[src/rtl/fir_out_stage_if.sv]
// Handshake bundle between the FIR accumulator, the output stage and the sample consumer.
interface fir_out_stage_if #(
    parameter int ACC_W = 16,
    parameter int OUT_W = 8
);
    logic [ACC_W-1:0] acc_in;
    logic             acc_valid;
    logic [OUT_W-1:0] y_out;
    logic             y_valid;
    logic             y_ready;
    logic             full;
    logic             ovf_sticky;
    logic             clr_ovf;
    logic [7:0]       sat_cnt;

    // master: filter + consumer side; slave: the output stage itself
    modport master (
        output acc_in, acc_valid, y_ready, clr_ovf,
        input  y_out, y_valid, full, ovf_sticky, sat_cnt
    );
    modport slave (
        input  acc_in, acc_valid, y_ready, clr_ovf,
        output y_out, y_valid, full, ovf_sticky, sat_cnt
    );
endinterface

[src/rtl/fir_out_stage.sv]
// FIR output stage: round/shift/saturate the accumulator, register it, and buffer it in a
// show-ahead FIFO toward a valid/ready consumer, flagging drops and clips.
module fir_out_stage #(
    parameter int ACC_W = 16,
    parameter int OUT_W = 8,
    parameter int SHIFT = 4,
    parameter int DEPTH = 4
) (
    input  logic           clk,
    input  logic           global_reset,
    fir_out_stage_if.slave bus
);
    localparam int AW = $clog2(DEPTH);
    localparam int CW = $clog2(DEPTH + 1);
    localparam logic [CW-1:0]      FULL_CNT = CW'(DEPTH);
    localparam logic signed [ACC_W:0] RND  = (ACC_W+1)'(1 << (SHIFT - 1));
    localparam logic signed [ACC_W:0] MAXV = (ACC_W+1)'((1 << (OUT_W - 1)) - 1);
    localparam logic signed [ACC_W:0] MINV = ~MAXV;

    logic signed [ACC_W:0] ext, sum, shr;
    logic                  clip_hi, clip_lo;
    logic [OUT_W-1:0]      sat_val;

    // One guard bit keeps the rounding add from wrapping at the positive extreme.
    always_comb begin
        ext     = {bus.acc_in[ACC_W-1], bus.acc_in};
        sum     = ext + RND;
        shr     = sum >>> SHIFT;
        clip_hi = shr > MAXV;
        clip_lo = shr < MINV;
        sat_val = clip_hi ? MAXV[OUT_W-1:0] :
                  clip_lo ? MINV[OUT_W-1:0] : shr[OUT_W-1:0];
    end

    logic             stg_vld;
    logic [OUT_W-1:0] stg_data;
    logic [OUT_W-1:0] mem [DEPTH];
    logic [AW-1:0]    wr_ptr, rd_ptr;
    logic [CW-1:0]    count;
    logic             ovf;
    logic [7:0]       sat_cnt;
    logic             pop, push, drop, is_full;

    always_comb begin
        is_full = (count == FULL_CNT);
        pop     = (count != '0) && bus.y_ready;
        push    = stg_vld && (!is_full || pop);
        drop    = stg_vld && is_full && !pop;
    end

    always_ff @(posedge clk or negedge global_reset) begin
        if (!global_reset) begin
            stg_vld  <= 1'b0;
            stg_data <= '0;
            wr_ptr   <= '0;
            rd_ptr   <= '0;
            count    <= '0;
            ovf      <= 1'b0;
            sat_cnt  <= '0;
        end else begin
            stg_vld <= bus.acc_valid;
            if (bus.acc_valid) stg_data <= sat_val;
            if (bus.acc_valid && (clip_hi || clip_lo) && sat_cnt != 8'hFF)
                sat_cnt <= sat_cnt + 8'd1;
            if (push) wr_ptr <= wr_ptr + AW'(1);
            if (pop)  rd_ptr <= rd_ptr + AW'(1);
            case ({push, pop})
                2'b10:   count <= count + CW'(1);
                2'b01:   count <= count - CW'(1);
                default: count <= count;
            endcase
            // A fresh drop outranks a clear in the same cycle.
            if (drop)             ovf <= 1'b1;
            else if (bus.clr_ovf) ovf <= 1'b0;
        end
    end

    // Storage needs no reset: reads are masked by count.
    always_ff @(posedge clk) begin
        if (push) mem[wr_ptr] <= stg_data;
    end

    assign bus.y_out      = (count != '0) ? mem[rd_ptr] : '0;
    assign bus.y_valid    = (count != '0);
    assign bus.full       = is_full;
    assign bus.ovf_sticky = ovf;
    assign bus.sat_cnt    = sat_cnt;
endmodule

[src/flat_wrapper.sv]
// flat-port wrapper written by rule: the top's interface ports become plain ports
module fir_out_stage_flat 
#(
    parameter int ACC_W = 16,
    parameter int OUT_W = 8,
    parameter int SHIFT = 4,
    parameter int DEPTH = 4
)
  (clk, global_reset, bus_acc_in, bus_acc_valid, bus_y_ready, bus_clr_ovf, bus_y_out, bus_y_valid, bus_full, bus_ovf_sticky, bus_sat_cnt);
  fir_out_stage_if #(.ACC_W(ACC_W), .OUT_W(OUT_W)) bus_i ();
  input  logic clk;
  input  logic global_reset;
  input wire logic [$bits(bus_i.acc_in)-1:0] bus_acc_in;
  input wire logic [$bits(bus_i.acc_valid)-1:0] bus_acc_valid;
  input wire logic [$bits(bus_i.y_ready)-1:0] bus_y_ready;
  input wire logic [$bits(bus_i.clr_ovf)-1:0] bus_clr_ovf;
  output wire logic [$bits(bus_i.y_out)-1:0] bus_y_out;
  output wire logic [$bits(bus_i.y_valid)-1:0] bus_y_valid;
  output wire logic [$bits(bus_i.full)-1:0] bus_full;
  output wire logic [$bits(bus_i.ovf_sticky)-1:0] bus_ovf_sticky;
  output wire logic [$bits(bus_i.sat_cnt)-1:0] bus_sat_cnt;
  assign bus_i.acc_in = bus_acc_in;
  assign bus_i.acc_valid = bus_acc_valid;
  assign bus_i.y_ready = bus_y_ready;
  assign bus_i.clr_ovf = bus_clr_ovf;
  assign bus_y_out = bus_i.y_out;
  assign bus_y_valid = bus_i.y_valid;
  assign bus_full = bus_i.full;
  assign bus_ovf_sticky = bus_i.ovf_sticky;
  assign bus_sat_cnt = bus_i.sat_cnt;
  fir_out_stage #(.ACC_W(ACC_W), .OUT_W(OUT_W), .SHIFT(SHIFT), .DEPTH(DEPTH)) u_core (.clk(clk), .global_reset(global_reset), .bus(bus_i));
endmodule
[config.mk]
export PLATFORM = sky130hd
export DESIGN_NAME = fir_out_stage_flat
export DESIGN_NICKNAME = d
export VERILOG_FILES = /design/src/rtl/fir_out_stage_if.sv /design/src/rtl/fir_out_stage.sv /design/src/flat_wrapper.sv
export SDC_FILE = /design/constraint.sdc
export NUM_CORES = 1
export LEC_CHECK = 0
export CAP_MARGIN = 20
export CORE_UTILIZATION = 55
export CTS_CLUSTER_SIZE = 28
export DETAILED_ROUTE_END_ITERATION = 12
export PLACE_DENSITY = 0.8
export SLEW_MARGIN = 20
export SYNTH_ARGS = -nofsm -noshare
export SYNTH_HDL_FRONTEND = slang
export SYNTH_SLANG_ARGS = --single-unit
export TNS_END_PERCENT = 20
[constraint.sdc]
create_clock -name clk -period 3.8 [get_ports clk]
set_input_delay 0.76 -clock clk [delete_from_list [all_inputs] [get_ports clk]]
set_output_delay 0.76 -clock clk [all_outputs]
set_load 0.1 [all_outputs]
==> metrics.txt <==
# TYPE chip_impl_metric gauge
chip_impl_metric{name="crit_path_max_fanout",unit=""} 10
chip_impl_metric{name="cp.arrival",unit="ps"} 2260
chip_impl_metric{name="ys_seq_area_frac",unit=""} 0.590
chip_impl_metric{name="antenna_left",unit=""} 0
chip_impl_metric{name="gr-total-overflow",unit=""} 0
chip_impl_info{name="cp-start-kind",value="register"} 1
chip_impl_metric{name="drt_pass1_iterations",unit=""} 4
chip_impl_metric{name="grt_first_pass_wirelength",unit="mm"} 7.22
chip_impl_metric{name="synth-warning-count",unit=""} 0
chip_impl_metric{name="viasPerCell",unit=""} 5.23
chip_impl_metric{name="via_count_of_the_first_global_routing_pass",unit=""} 1521
chip_impl_metric{name="cts_repair_resize_count",unit=""} 0
chip_impl_metric{name="num_rows",unit=""} 25
chip_impl_metric{name="layout.area.seq",unit="um2"} 1590
chip_impl_metric{name="timing.setup.tns",unit="ps"} 0
chip_impl_metric{name="drt_drc_violations_left",unit=""} 0
chip_impl_metric{name="fin_util",unit=""} 0.692
chip_impl_info{name="synthFlopType",value="sky130_fd_sc_hd__edfxtp_1"} 1
chip_impl_metric{name="routabilityCongestion",unit=""} 0.745
chip_impl_metric{name="dr.first_iter.drc_count",unit=""} 151
chip_impl_info{name="tritoncts",value="built"} 1
chip_impl_metric{name="timing.reg2reg.setup_slack",unit="ps"} 1590
chip_impl_metric{name="netlist_instances",unit=""} 198
chip_impl_metric{name="timing_worst_slew_pin_value",unit="ps"} 967
chip_impl_metric{name="port_buf_inserts",unit=""} 36
chip_impl_metric{name="via_count",unit=""} 1633
chip_impl_metric{name="die_span_y",unit="um"} 71.9
chip_impl_metric{name="grt_max_degree",unit=""} 17
chip_impl_metric{name="worst_skew_pair.late_latency",unit="ps"} 330
chip_impl_metric{name="route.detailed.wl_per_inst",unit="um"} 13.7
chip_impl_metric{name="cts.reportedPaths.clkPinSlew",unit="ps"} 60
chip_impl_metric{name="inserted_diodes",unit=""} 0
chip_impl_info{name="critPathLaunch",value="u_core.count[0]"} 1
chip_impl_metric{name="r2r.worst_path.cells",unit=""} 11
chip_impl_metric{name="cts_max_path_buffers",unit=""} 2
chip_impl_metric{name="slew_viol_final",unit=""} 0
chip_impl_metric{name="layout.filler_cells",unit=""} 338
chip_impl_info{name="critPathCapture",value="bus_y_valid"} 1
chip_impl_metric{name="timing.final.hold_violations",unit=""} 0
chip_impl_metric{name="timing.fmax",unit="MHz"} 332
chip_impl_metric{name="cts_max_level",unit=""} 3
chip_impl_metric{name="cts_inserted_buffers",unit=""} 9
chip_impl_metric{name="layout_min_cycle_time",unit="ps"} 3020
chip_impl_metric{name="dpl.hpwl",unit="mm"} 3.08
chip_impl_metric{name="initial_core_util",unit=""} 0.569
chip_impl_metric{name="drt_wl_total",unit="mm"} 4.26
chip_impl_info{name="min-delay-path-class",value="register to register"} 1
chip_impl_metric{name="antenna_found_initial",unit=""} 0
chip_impl_metric{name="syn_to_final_growth",unit="%"} 21.5
chip_impl_metric{name="crit_required",unit="ps"} 3040
chip_impl_metric{name="netlist.area_leader.share",unit=""} 0.357
chip_impl_metric{name="synth_fp_nets",unit=""} 227
chip_impl_metric{name="relSlewSlack",unit=""} 0.353
chip_impl_metric{name="cts.sink_count",unit=""} 57
chip_impl_metric{name="timing.final.setup_violations",unit=""} 0
chip_impl_info{name="cell_type_contributing_the_most_total_cell_area_after_synthesis",value="sky130_fd_sc_hd__edfxtp_1"} 1
chip_impl_metric{name="layout-drive-gt1-share",unit=""} 0.180
chip_impl_metric{name="period_share",unit=""} 0.794
chip_impl_metric{name="async_flop_share",unit=""} 0.439
chip_impl_metric{name="die_w",unit="um"} 71.9
chip_impl_metric{name="synth-edff-count",unit=""} 32
chip_impl_info{name="yosys-top-cells-area",value="sky130_fd_sc_hd__edfxtp_1 36%, sky130_fd_sc_hd__dfrtp_1 23%, sky130_fd_sc_hd__mux4_2 6.7%"} 1
chip_impl_metric{name="i_o_pins",unit=""} 40
chip_impl_metric{name="placeable_core_region",unit="um2"} 4720
chip_impl_metric{name="worst_clock_skew",unit="ps"} 5.44
chip_impl_metric{name="die_area",unit="um2"} 5170
chip_impl_metric{name="post_cts.repair.setup_buffers",unit=""} 0
chip_impl_info{name="run_status",value="finished clean"} 1
chip_impl_info{name="r2r-start",value="u_core.count[0]"} 1
chip_impl_info{name="rsz_0062_raised_after_global_routing",value="false"} 1
chip_impl_metric{name="synth-seq-cells",unit=""} 57
chip_impl_metric{name="grt_usage",unit=""} 0.192
chip_impl_metric{name="ys_types",unit=""} 45
chip_impl_info{name="timing.setup.critical_path_class",value="register to output pin"} 1
chip_impl_metric{name="netlist_area_before_placement",unit="um2"} 2690
chip_impl_info{name="rr_endpoint",value="u_core.count[2]"} 1
chip_impl_metric{name="cap_violations",unit=""} 0
chip_impl_metric{name="final_nets",unit=""} 269
chip_impl_metric{name="synthesis.area_per_instance",unit="um2"} 13.6
chip_impl_metric{name="hold_buffers",unit=""} 0
chip_impl_info{name="critPathCaptureType",value="output pin"} 1
chip_impl_metric{name="multi_input_comb_area",unit="um2"} 1040
chip_impl_info{name="ctsRootBufferMaster",value="sky130_fd_sc_hd__clkbuf_8"} 1
[cell type report]
cell class / count / share of cell area
Clock buffer: 11 / 0.0433
Timing Repair Buffer: 37 / 0.109
Multi-Input combinational cell: 124 / 0.317
Sequential cell: 57 / 0.486
Clock inverter: 5 / 0.00689
Inverter: 11 / 0.0126
Tap cell: 67 / 0.0257
[placed cells by master (no fill, tap or decap), types with 3 or more instances in the layout]
cell type / n
sky130_fd_sc_hd__mux4_2: 8
sky130_fd_sc_hd__xor2_1: 7
sky130_fd_sc_hd__xnor2_1: 12
sky130_fd_sc_hd__nor2_1: 9
sky130_fd_sc_hd__clkinv_2: 3
sky130_fd_sc_hd__dfrtp_1: 25
sky130_fd_sc_hd__o22a_1: 6
sky130_fd_sc_hd__nand3_1: 7
sky130_fd_sc_hd__buf_4: 8
sky130_fd_sc_hd__nor4_1: 3
sky130_fd_sc_hd__ha_1: 7
sky130_fd_sc_hd__clkdlybuf4s50_1: 28
sky130_fd_sc_hd__nand2_1: 11
sky130_fd_sc_hd__and2_1: 13
sky130_fd_sc_hd__inv_1: 11
sky130_fd_sc_hd__edfxtp_1: 32
sky130_fd_sc_hd__clkbuf_8: 10
sky130_fd_sc_hd__nand4_1: 5
[worst min path at each step]
stage	startpoint	end	slack [ps]	cells past startpoint
3_5_place_dp	u_core.count[2]	u_core.count[2]	480	1
4_1_cts	u_core.count[2]	u_core.count[2]	490	1
3_3_place_gp	u_core.count[2]	u_core.count[2]	480	1
2_1_floorplan	u_core.stg_vld	u_core.bus.ovf_sticky	440	2
5_1_grt	u_core.count[0]	u_core.count[0]	510	1
6_report	u_core.count[2]	u_core.count[2]	490	1
[stage by stage]
| stage | hold WS [ps] | setup WS [ps] | cell area [um2] | std cells |
|---|---|---|---|---|
| detailed placement | 482 | 600 | 3100 | 296 |
| CTS | 490 | 767 | 3270 | 312 |
| floorplan | 442 | 743 | 2690 | 198 |
| global placement | 478 | 621 | 3090 | 295 |
| global route | 505 | 731 | 3270 | 312 |
| finish | 491 | 784 | 3270 | 312 |
[sequential cells by signal, indices dropped and copies added (netlist names)]
register,count
u_core.bus.ovf_sticky,1
u_core.bus.sat_cnt,8
u_core.count,3
u_core.mem,32
u_core.rd_ptr,2
u_core.stg_data,8
u_core.stg_vld,1
u_core.wr_ptr,2
[logic make-up (layout without fill, tap and decap cells)]
| logic type | count (synthesis) | count (layout) | synth area share |
|---|---|---|---|
| fa+ha+maj | 9 | 9 | 0.0442 |
| compound gates | 18 | 18 | 0.0558 |
| xor+xnor | 19 | 19 | 0.0619 |
| flops | 57 | 57 | 0.590 |
| buf+inv | 17 | 64 | 0.0247 |
| mux | 12 | 12 | 0.0828 |
| simple gates | 66 | 66 | 0.141 |
[per-layer routing]
metal / global-route usage / share of wire / vias up
met5: 0 / 0 / -
met4: 0.0784 / 0.015 / 0
met2: 0.291 / 0.45 / 35
met1: 0.255 / 0.49 / 778
met3: 0.0667 / 0.038 / 6
li1: - / - / 814
[synth_stat cells (all sizes together), types with 2 or more instances]
cell    instances
nand2          11
inv            11
and2           14
mux4            8
dfrtp          25
mux2i           2
buf             3
a21oi           2
nor2b           2
nor2           10
clkbuf          3
edfxtp         32
xnor2          12
mux2            2
nand3           7
xor2            7
nand4           5
and3            4
and4            3
o22a            6
o21ai           3
nor4            3
ha              7
[worst max-delay path: stages (launching register included)]
cell	delay (ps)
sky130_fd_sc_hd__dfrtp_1	400
sky130_fd_sc_hd__or3_1	510
sky130_fd_sc_hd__clkdlybuf4s50_1	1020
Power is left out: the tool's default activity adds up to more than one toggle a clock period on the data nets, which glitch-free logic cannot reach.
==> RTL edit (same flow settings) <==
`ACC_W` is set to 16 in 3 places; all go to 14.
--- a/src/rtl/fir_out_stage_if.sv
+++ b/src/rtl/fir_out_stage_if.sv
@@ -1,5 +1,5 @@
 // Handshake bundle between the FIR accumulator, the output stage and the sample consumer.
 interface fir_out_stage_if #(
-    parameter int ACC_W = 16,
+    parameter int ACC_W = 14,
     parameter int OUT_W = 8
 );
--- a/src/rtl/fir_out_stage.sv
+++ b/src/rtl/fir_out_stage.sv
@@ -2,5 +2,5 @@
 // show-ahead FIFO toward a valid/ready consumer, flagging drops and clips.
 module fir_out_stage #(
-    parameter int ACC_W = 16,
+    parameter int ACC_W = 14,
     parameter int OUT_W = 8,
     parameter int SHIFT = 4,
--- a/src/flat_wrapper.sv
+++ b/src/flat_wrapper.sv
@@ -2,5 +2,5 @@
 module fir_out_stage_flat 
 #(
-    parameter int ACC_W = 16,
+    parameter int ACC_W = 14,
     parameter int OUT_W = 8,
     parameter int SHIFT = 4,
Ports: changed (resized bus_acc_in); port bits go from 40 to 38. No check against the original RTL was run, so the function may have changed too.
==> RTL edit against the unedited design <==
Clock skew down 0.0014 ns. Final area fell by 1.5%. Synthesized cell count up 2.0%. Core utilization decreased by 1.0 points. Sequential cell count unchanged. Routed wire length shrank 0.77%. Worst hold slack lost 0.059 ns. Worst setup slack got worse by 0.046 ns. Synthesized area down 0.14%.
Power is left out: the tool's default activity adds up to more than one toggle a clock period on the data nets, which glitch-free logic cannot reach.
==> RTL edit: results (changes against the unedited design) <==
multi-input gates - 130 (+4.8%)
Mapped Cells - 202 (+2.0%)
# clk buffers - 12 (+1)
Non-clock inverters - 8 (-3)
setup slack, reg-to-reg - 1.73 ns (+0.14 ns)
Netlist cell types - 37 (-18%)
commonest cells in the netlist - edfxtp_1 (32), dfrtp_1 (25), and2_1 (12)
Seq area share - 49.3% (+0.74 points)
met1 GRT Util - 23.6% (-2.0 points)
status - finished, final reports clean
gpl congestion - 0.814 (+9.4%)
hold slack - 0.433 ns (-0.0589 ns)
Initial DRC Count - 109 (-28%)
non-clock buffer count - 34 (-8.1%)
post-synthesis mux area share - 7.13% (-1.2 points)
vias in the first global route - 1506 (-0.99%)
Final HPWL DP - 2.98 mm (-3.2%)
crit path max fanout - 12 (+2)
pin count of the biggest net entering global routing - 26 (+9)
Metal-1 WL - 1.92 mm (-9.0%)
share of the yosys chip area belonging to registers - 59.1% (+0.082 points)
adder-cell share of the synthesized area - 3.54% (-0.88 points)
origin of the critical flop-to-flop path - u_core.count[1]$_DFFE_PN0P_
metal3 WL - 189 um (+16%)
share of layout cells above drive strength 1 - 14.7% (-3.3 points)
pre-CTS setup slack - 0.793 ns (+0.193 ns)
area of the multi-input gates - 1040 um2 (+0.48%)
vias per std cell - 5.25 (+0.37%)
synth top area cells - edfxtp_1 (36%), dfrtp_1 (23%), mux4_2 (6.7%), xor2_1 (3.3%), and2_1 (2.8%)
Port Buf Inserts - 34 (-5.6%)
Reg-to-Reg End - u_core.count[1]$_DFFE_PN0P_
nets@finish - 266 (-1.1%)
DP Area - 3050 um2 (-1.6%)
XOR/XNOR Fraction of Synth Area - 5.87% (-0.32 points)
first-pass GRT wire length - 7.00 mm (-3.2%)
non-clk buf share - 9.72% (-1.2 points)
Worst Skew - 0.00400 ns (-0.00143 ns)
Synth Area in Compound Gates - 9.09% (+3.5 points)
## RTL edit: cell types whose count changed after synthesis, sizes merged, moves of 3 or more
cell	delta
o211ai	+6
o21a	+8
xnor2	-4
clkbuf	+3
inv	-3
o21ai	+4
xor2	+3
nand4	-4
o22a	-6
nor3	+4
## RTL edit: how the worst max path moves through the flow
stage | slack [ns] | end | from | cells after the start
global placement | 0.81 | u_core.bus.sat_cnt[1]$_DFFE_PN0P_ | bus_acc_in[3] | 7
global route | 0.66 | bus_y_valid | u_core.count[2]$_DFFE_PN0P_ | 2
detailed placement | 0.79 | u_core.bus.sat_cnt[1]$_DFFE_PN0P_ | bus_acc_in[3] | 7
CTS | 0.71 | bus_y_valid | u_core.count[1]$_DFFE_PN0P_ | 2
floorplan | 0.67 | bus_y_out[0] | u_core.count[2]$_DFFE_PN0P_ | 3
finish | 0.74 | bus_y_valid | u_core.count[1]$_DFFE_PN0P_ | 2
